[config.mk]
export PLATFORM = sky130hd
export DESIGN_NAME = peripheral_mpi_noc_buffer
export DESIGN_NICKNAME = d
export VERILOG_FILES = /design/src/rtl/peripheral_mpi_noc_buffer.sv
export SDC_FILE = /design/constraint.sdc
export NUM_CORES = 1
export LEC_CHECK = 0
export CORE_ASPECT_RATIO = 1.5
export CORE_UTILIZATION = 40
export CTS_CLUSTER_DIAMETER = 60
export DETAILED_ROUTE_END_ITERATION = 10
export DONT_BUFFER_PORTS = 1
export GPL_ROUTABILITY_DRIVEN = 0
export GPL_TIMING_DRIVEN = 0
export PLACE_DENSITY = 0.54
export SETUP_SLACK_MARGIN = 0.1
export SYNTH_ARGS = -nofsm -noshare
export SYNTH_HDL_FRONTEND = slang
export SYNTH_SLANG_ARGS = --single-unit
[constraint.sdc]
create_clock -name clk -period 6.25 [get_ports clk]
set_input_delay 0.9375 -clock clk [delete_from_list [all_inputs] [get_ports clk]]
set_output_delay 0.9375 -clock clk [all_outputs]
set_load 0.05 [all_outputs]
[src/rtl/peripheral_mpi_noc_buffer.sv]
// Purpose : flit FIFO between a NoC router port and the MPI block, optional whole-packet release.
// Latency : 1 cycle from an accepted write to head visibility (first-word-fall-through, no bypass).
// Backpr. : in_ready drops only when all DEPTH entries are used, independent of out_ready.
//
// Ports:
//   clk, rst                      - sole clock; asynchronous active-high reset
//   in_flit/in_last/in_valid      - flit from router; written when in_valid && in_ready
//   in_ready                      - buffer has room (count < DEPTH)
//   out_flit/out_last/out_valid   - head flit toward peripheral_mpi_bb; popped when out_valid && out_ready
//   out_ready                     - consumer takes the head flit
//   packet_size                   - flits from head through the first stored last flit, 0 if none
module peripheral_mpi_noc_buffer #(
    parameter int FLIT_WIDTH = 32,
    parameter int DEPTH      = 16,
    parameter int FULLPACKET = 0
) (
    input  logic                         clk,
    input  logic                         rst,
    input  logic [FLIT_WIDTH-1:0]        in_flit,
    input  logic                         in_last,
    input  logic                         in_valid,
    output logic                         in_ready,
    output logic [FLIT_WIDTH-1:0]        out_flit,
    output logic                         out_last,
    output logic                         out_valid,
    input  logic                         out_ready,
    output logic [$clog2(DEPTH+1)-1:0]   packet_size
);

    localparam int AW = $clog2(DEPTH);
    localparam int CW = $clog2(DEPTH+1);

    // Storage is deliberately not reset; count alone decides what is valid.
    logic [FLIT_WIDTH-1:0] flit_mem [DEPTH];
    logic [DEPTH-1:0]      last_mem;

    logic [AW-1:0] rd_ptr;
    logic [AW-1:0] wr_ptr;
    logic [CW-1:0] count;

    logic          wr_en;
    logic          rd_en;
    logic          empty;
    logic          full;

    logic          last_found;
    logic [CW-1:0] scan_size;
    logic [AW-1:0] scan_idx;

    assign empty = (count == '0);
    assign full  = (count == CW'(DEPTH));

    // Acceptance looks only at the registered count, so a full buffer refuses
    // a write even in a cycle where the head is being popped.
    assign in_ready = !full;
    assign wr_en    = in_valid && in_ready;
    assign rd_en    = out_valid && out_ready;

    // Head presentation. Zero while empty so outputs are clean out of reset
    // even though the storage array holds arbitrary contents.
    assign out_flit = empty ? '0   : flit_mem[rd_ptr];
    assign out_last = empty ? 1'b0 : last_mem[rd_ptr];

    // Walk the occupied entries from the head and stop at the first one
    // marked last. Entries beyond count are stale and must be ignored.
    always_comb begin
        last_found = 1'b0;
        scan_size  = '0;
        scan_idx   = '0;
        for (int i = 0; i < DEPTH; i++) begin
            scan_idx = rd_ptr + AW'(i);
            if (!last_found && (CW'(i) < count) && last_mem[scan_idx]) begin
                last_found = 1'b1;
                scan_size  = CW'(i + 1);
            end
        end
    end

    assign packet_size = scan_size;

    // In whole-packet mode the head is held back until a complete packet is
    // stored; a completely full buffer is released anyway so that packets
    // longer than DEPTH can still drain instead of deadlocking.
    assign out_valid = (FULLPACKET != 0) ? (last_found || full) : !empty;

    always_ff @(posedge clk) begin
        if (wr_en) begin
            flit_mem[wr_ptr] <= in_flit;
            last_mem[wr_ptr] <= in_last;
        end
    end

    // DEPTH is a power of two, so the pointers wrap by natural overflow.
    always_ff @(posedge clk or posedge rst) begin
        if (rst) begin
            rd_ptr <= '0;
            wr_ptr <= '0;
            count  <= '0;
        end else begin
            if (wr_en) begin
                wr_ptr <= wr_ptr + 1'b1;
            end
            if (rd_en) begin
                rd_ptr <= rd_ptr + 1'b1;
            end
            case ({wr_en, rd_en})
                2'b10:   count <= count + 1'b1;
                2'b01:   count <= count - 1'b1;
                default: count <= count;
            endcase
        end
    end

endmodule

Word level (Yosys, flattened, before mapping) --
Memories as Yosys holds them, arrays and structs flattened. Cells that the tools add are included.
Operators by class: reduce and logical (&&, ||, !) cells 53, $lt $le $gt $ge 34, add/subtract/negate cells 18, mux-type cells 71, equal/unequal tests 3
Operator list (count):
- $lt 4x5->1 const B | 17
- $mux 5 | 15
- $bmux 1 s4 | 16
- $lt 4x5->1 const A | 8
- $mux 1 | 36
- $logic_and 1x1->1 | 34
- $add 4x4->4 const B | 8
- $mux 32 | 1
- $lt 3x5->1 const A | 4
- $logic_not 1->1 | 17
- $add 4x3->4 const B | 4
- $bwmux 16 | 1
- $lt 1x5->1 const A | 2
- $lt 2x5->1 const A | 2
- $pmux 5 s2 | 1
- $add 4x1->4 const B | 2
- $add 4x2->4 const B | 2
- $add 5x1->5 const B | 1
- $eq 5x5->1 const B | 1
- $logic_not 5->1 | 1
- $sub 5x1->5 const B | 1
- $demux 1 s4 | 1
- $ge 4x1->1 const B | 1
- $eq 2x1->1 const B | 1
- 2 further kinds | 2
Storage, ports and cells: flip-flop bits (word level) 29, memories kept 1, bits in writable memories 512, output and inout port bits 40, logic and storage cells 184
Memories:
- flit_mem | words 16, bits a word 32, read ports 1, clocked after memory_dff 0, write ports 1, line 34 | logic [FLIT_WIDTH-1:0] flit_mem [DEPTH];

Longest topological paths before layout --
depth in word-level cells 64, mapped depth 15, mapped depth without buffers 10

Worst setup path before layout --
OpenSTA, ideal clock, no wires.
kind reg-to-output, start point reg rd_ptr[1], end point out packet_size[2], stages on the path, launching flop included 15, path buffers 6, arrival 4.853 ns, slack 0.459 ns, cell sequence dfrtp_1 -> clkbuf_1 -> buf_2 -> buf_1 -> buf_1 -> inv_1 -> ha_1 -> buf_6 -> buf_12 -> mux4_2 -> mux4_1 -> a21oi_1 -> and2_1 -> a21oi_1 -> nor3b_1
Between the ends: word-level cells in the longest chain between the ends 64
Ends and longest elaborated chain:
- start: declaration | line 37 | logic [AW-1:0] rd_ptr;
- start signal: assignment | line 104 | rd_ptr <= rd_ptr + 1'b1;
- parallel branches: the longest is 63 deep, another holds $add 4x1->4
- $mux 5 * | line 72 | if (!last_found && (CW'(i) < count) && last_mem[scan_idx]) begin
- end: declaration | line 27 | output logic [$clog2(DEPTH+1)-1:0] packet_size
Every way passes the cells marked *. The select of a mux whose other input is x is not followed.

Final worst setup path --
start point reg rd_ptr[1], end point out packet_size[3]
Same word-level chain as after synthesis.

==> metrics.md <==
| Metric | Value |
|---|---|
| CTS root buffer | clkbuf_16 |
| Iter 0 DRT Violations | 935 |
| Quantity of I/O buffers inserted on ports | 0 |
| Psw | 4.88 mW |
| Share of layout cells above drive strength 1 | 28.7% |
| Worst Tran Pin Value | 1.15 ns |
| Sink Count | 541 |
| Worst EP arrival | 5.02 ns |
| Post-CTS Setup Bufs | 0 |
| Hold Slack | 0.265 ns |
| CTS tree | done |
| Max VDD drop | 0.222 mV |
| Final instance area | 25200 um^2 |
| Vias | 10500 |
| GR Util met1 | 23.6% |
| WL/cell | 29.2 um |
| Logic gate share of total power | 43.8% |
| Placed inst area | 23800 um^2 |
| Via density | 5.74 |
| Setup CP Type | flop to output port |
| Max-slew violation count | 0 |
| Grt total ovfl | 0 |
| Setup TNS | 0 ns |
| Final min period | 5.96 ns |
| Die Span Y | 291 um |
| Clock buffer depth | 3 |
| Die area | 56500 um^2 |
| Largest net degree at the start of global routing | 21 |
| Core area | 54800 um^2 |
| Global Route met2 Usage | 34.4% |
| Leak | 7.90 nW |
| Busiest metal layer after global routing | met2 |
| Syn nets | 1059 |
| Rows | 105 |
| H-tree Lvls | 2 |
| Setup Viol. Count Final | 0 |
| Power Density | 512 nW/um^2 |
| Vias in the first global route | 11400 |
| TritonCTS Buffers | 50 |
| Initial antenna violation count | 0 |
| Share of synthesized flip-flops with an asynchronous set or reset | 2.40% |
| Max frequency | 168 MHz |
| DRC viols | 0 |
| RSZ-0062 raised after global routing | true |
| Post-synthesis cell area | 22200 um^2 |
| Setup crit end kind | output port |
| Hold Vio Cnt, Final | 0 |
| Fin crit share | 95.3% |
| WP data required | 5.31 ns |
| Hpwl dp | 34400 um |
| Cell-internal power | 8.04 mW |
| Nets@finish | 1143 |
| Antenna diode count | 0 |
| Routed Antenna Nets | 0 |
| Syn avg cell area | 22.1 um^2 |
| Hold Crit Class | input pin to asynchronous set/reset pin |
| Die Width | 194 um |
| Distinct cells, synth | 52 |
| Worst rel slew slack | 23.6% |
| Main synth FF type | edfxtp_1 |
| Sequential area share after synthesis | 72.9% |
| First-pass GRT wire length | 78100 um |
| Sequential power share | 34.7% |
| Hold buffers post-CTS | 0 |
| Final Power | 12.9 mW |
| Syn Inst Count | 1006 |
| Initial Utilization | 40.5% |
| Worst r2r path cells | 11 |
| Layout area overhead | 13.7% |
| YS warnings | 0 |
| I/O Pins | 77 |
| Switching part of the total power | 37.8% |
| GRT met3 Usage | 4.06% |
| Post-synth EDFFs | 528 |
| Clk_lat worst skew | 0.58 ns |
| Worst clock skew | 0.0209 ns |
| Drt total wl | 53100 um |
| Max Cap Viol | 0 |
| #FFs+latches synth | 541 |
| Clock transition at path regs | 0.06 ns |
| CP max FO | 19 |
| DRT Pass-1 Iters | 5 |
| Clock power frac | 21.5% |
| Critical path launch point type | flop |
| Outcome | completed |
| Final Util | 46.1% |
| GRT Total Usage | 19.3% |
[power groups by stage]
stage	combinational [mW]	sequential (mW)	clock [mW]
after floorplan	4.24	4.54	0
after global placement	5.52	4.59	0
after detailed placement	5.73	4.56	0
after CTS	5.78	4.48	2.84
after global routing	6.03	4.51	2.95
final	5.66	4.48	2.78
[registers in the layout (all words and copies together) (netlist names)]
| signal | cells |
|---|---|
| wr_ptr | 4 |
| count | 5 |
| last_mem | 16 |
| rd_ptr | 4 |
| flit_mem | 512 |
[placed cells by master (no fill, tap or decap), types with 9 or more instances in the layout]
cell       instances
a21oi_1           10
and2_1            34
buf_12             9
buf_2             16
buf_6             15
clkbuf_1          42
clkbuf_16         51
clkinv_1          10
dfrtp_1           13
edfxtp_1         528
ha_1              16
inv_1             11
mux2i_1           16
mux4_1            10
mux4_2           177
nand2_1           21
nor2_1            10
nor2_4            12
xnor2_1           12
[metrics by stage]
stage / cells / worst slack (ns)
3_3_place_gp: 1701 / -1.79
3_5_place_dp: 1734 / -0.955
6_report: 1819 / 0.292
5_1_grt: 1819 / 0.0889
4_1_cts: 1819 / 0.209
2_1_floorplan: 1006 / 0.459
[critical path, stage by stage (launching register included)]
cell	delay [ns]
dfrtp_1	0.44
clkbuf_2	0.26
buf_6	0.29
buf_4	0.30
inv_1	0.18
ha_1	0.33
buf_6	0.13
buf_12	0.14
mux4_2	0.56
mux4_2	0.51
nand2_1	0.11
a21boi_1	0.26
or3b_4	0.45
nor2_2	0.47
[layer usage]
metal	vias up	routed length, um
met3	73	3050
met4	0	1200
met2	278	28100
met5	-	0
met1	5692	20700
li1	4407	-
[synth_stat cells (all sizes together), types with 7 or more instances]
cell	number	area (um^2)
ha	16	200
nand2	21	78.8
and2	34	213
mux2i	16	160
mux4	187	4250
xnor2	13	121
nor2	23	86.3
inv	11	41.3
edfxtp	528	15900
dfrtp	13	325
o21ai	9	45.0
clkbuf	29	109
a21oi	13	72.6
xor2	7	61.3
buf	27	154
[final cells by class]
class                      count  area, um^2
fill                        4483       29600
sequential                   541       16200
multi-input combinational    398        5850
clock buffer                  65        1330
tap                          695         870
timing repair buffer          33         576
buffer                        55         270
clock inverter                21         115
inverter                      11        41.3
[kinds of logic after synthesis]
logic type / share of synthesized area [%]
AOI/OAI and AO/OA: 1.49
xor gates and xnor gates: 0.823
adders and majority gates: 0.902
buffers and inverters: 1.37
DFF: 72.9
muxes: 20.0
and+or+nand+nor: 2.57
[path summary, 6_finish.rpt]
kind	startpoint	endpoint	slack, ns
setup / recovery	rd_ptr[1]	packet_size[3]	0.29
hold / removal	rst	wr_ptr[1]	0.27
setup reg to reg	count[1]	flit_mem[3][4]	2.01
hold reg to reg	wr_ptr[0]	wr_ptr[3]	0.63
max in group asynchronous	rst	count[3]	5.65
min in group clk	in_flit[8]	flit_mem[2][8]	0.44
[what timing repair did]
action	in CTS	in global routing
resized for setup	13	1
setup endpoints to repair	5	3
pin swaps	0	0
No activity file was read; power rests on OpenSTA's default activity.
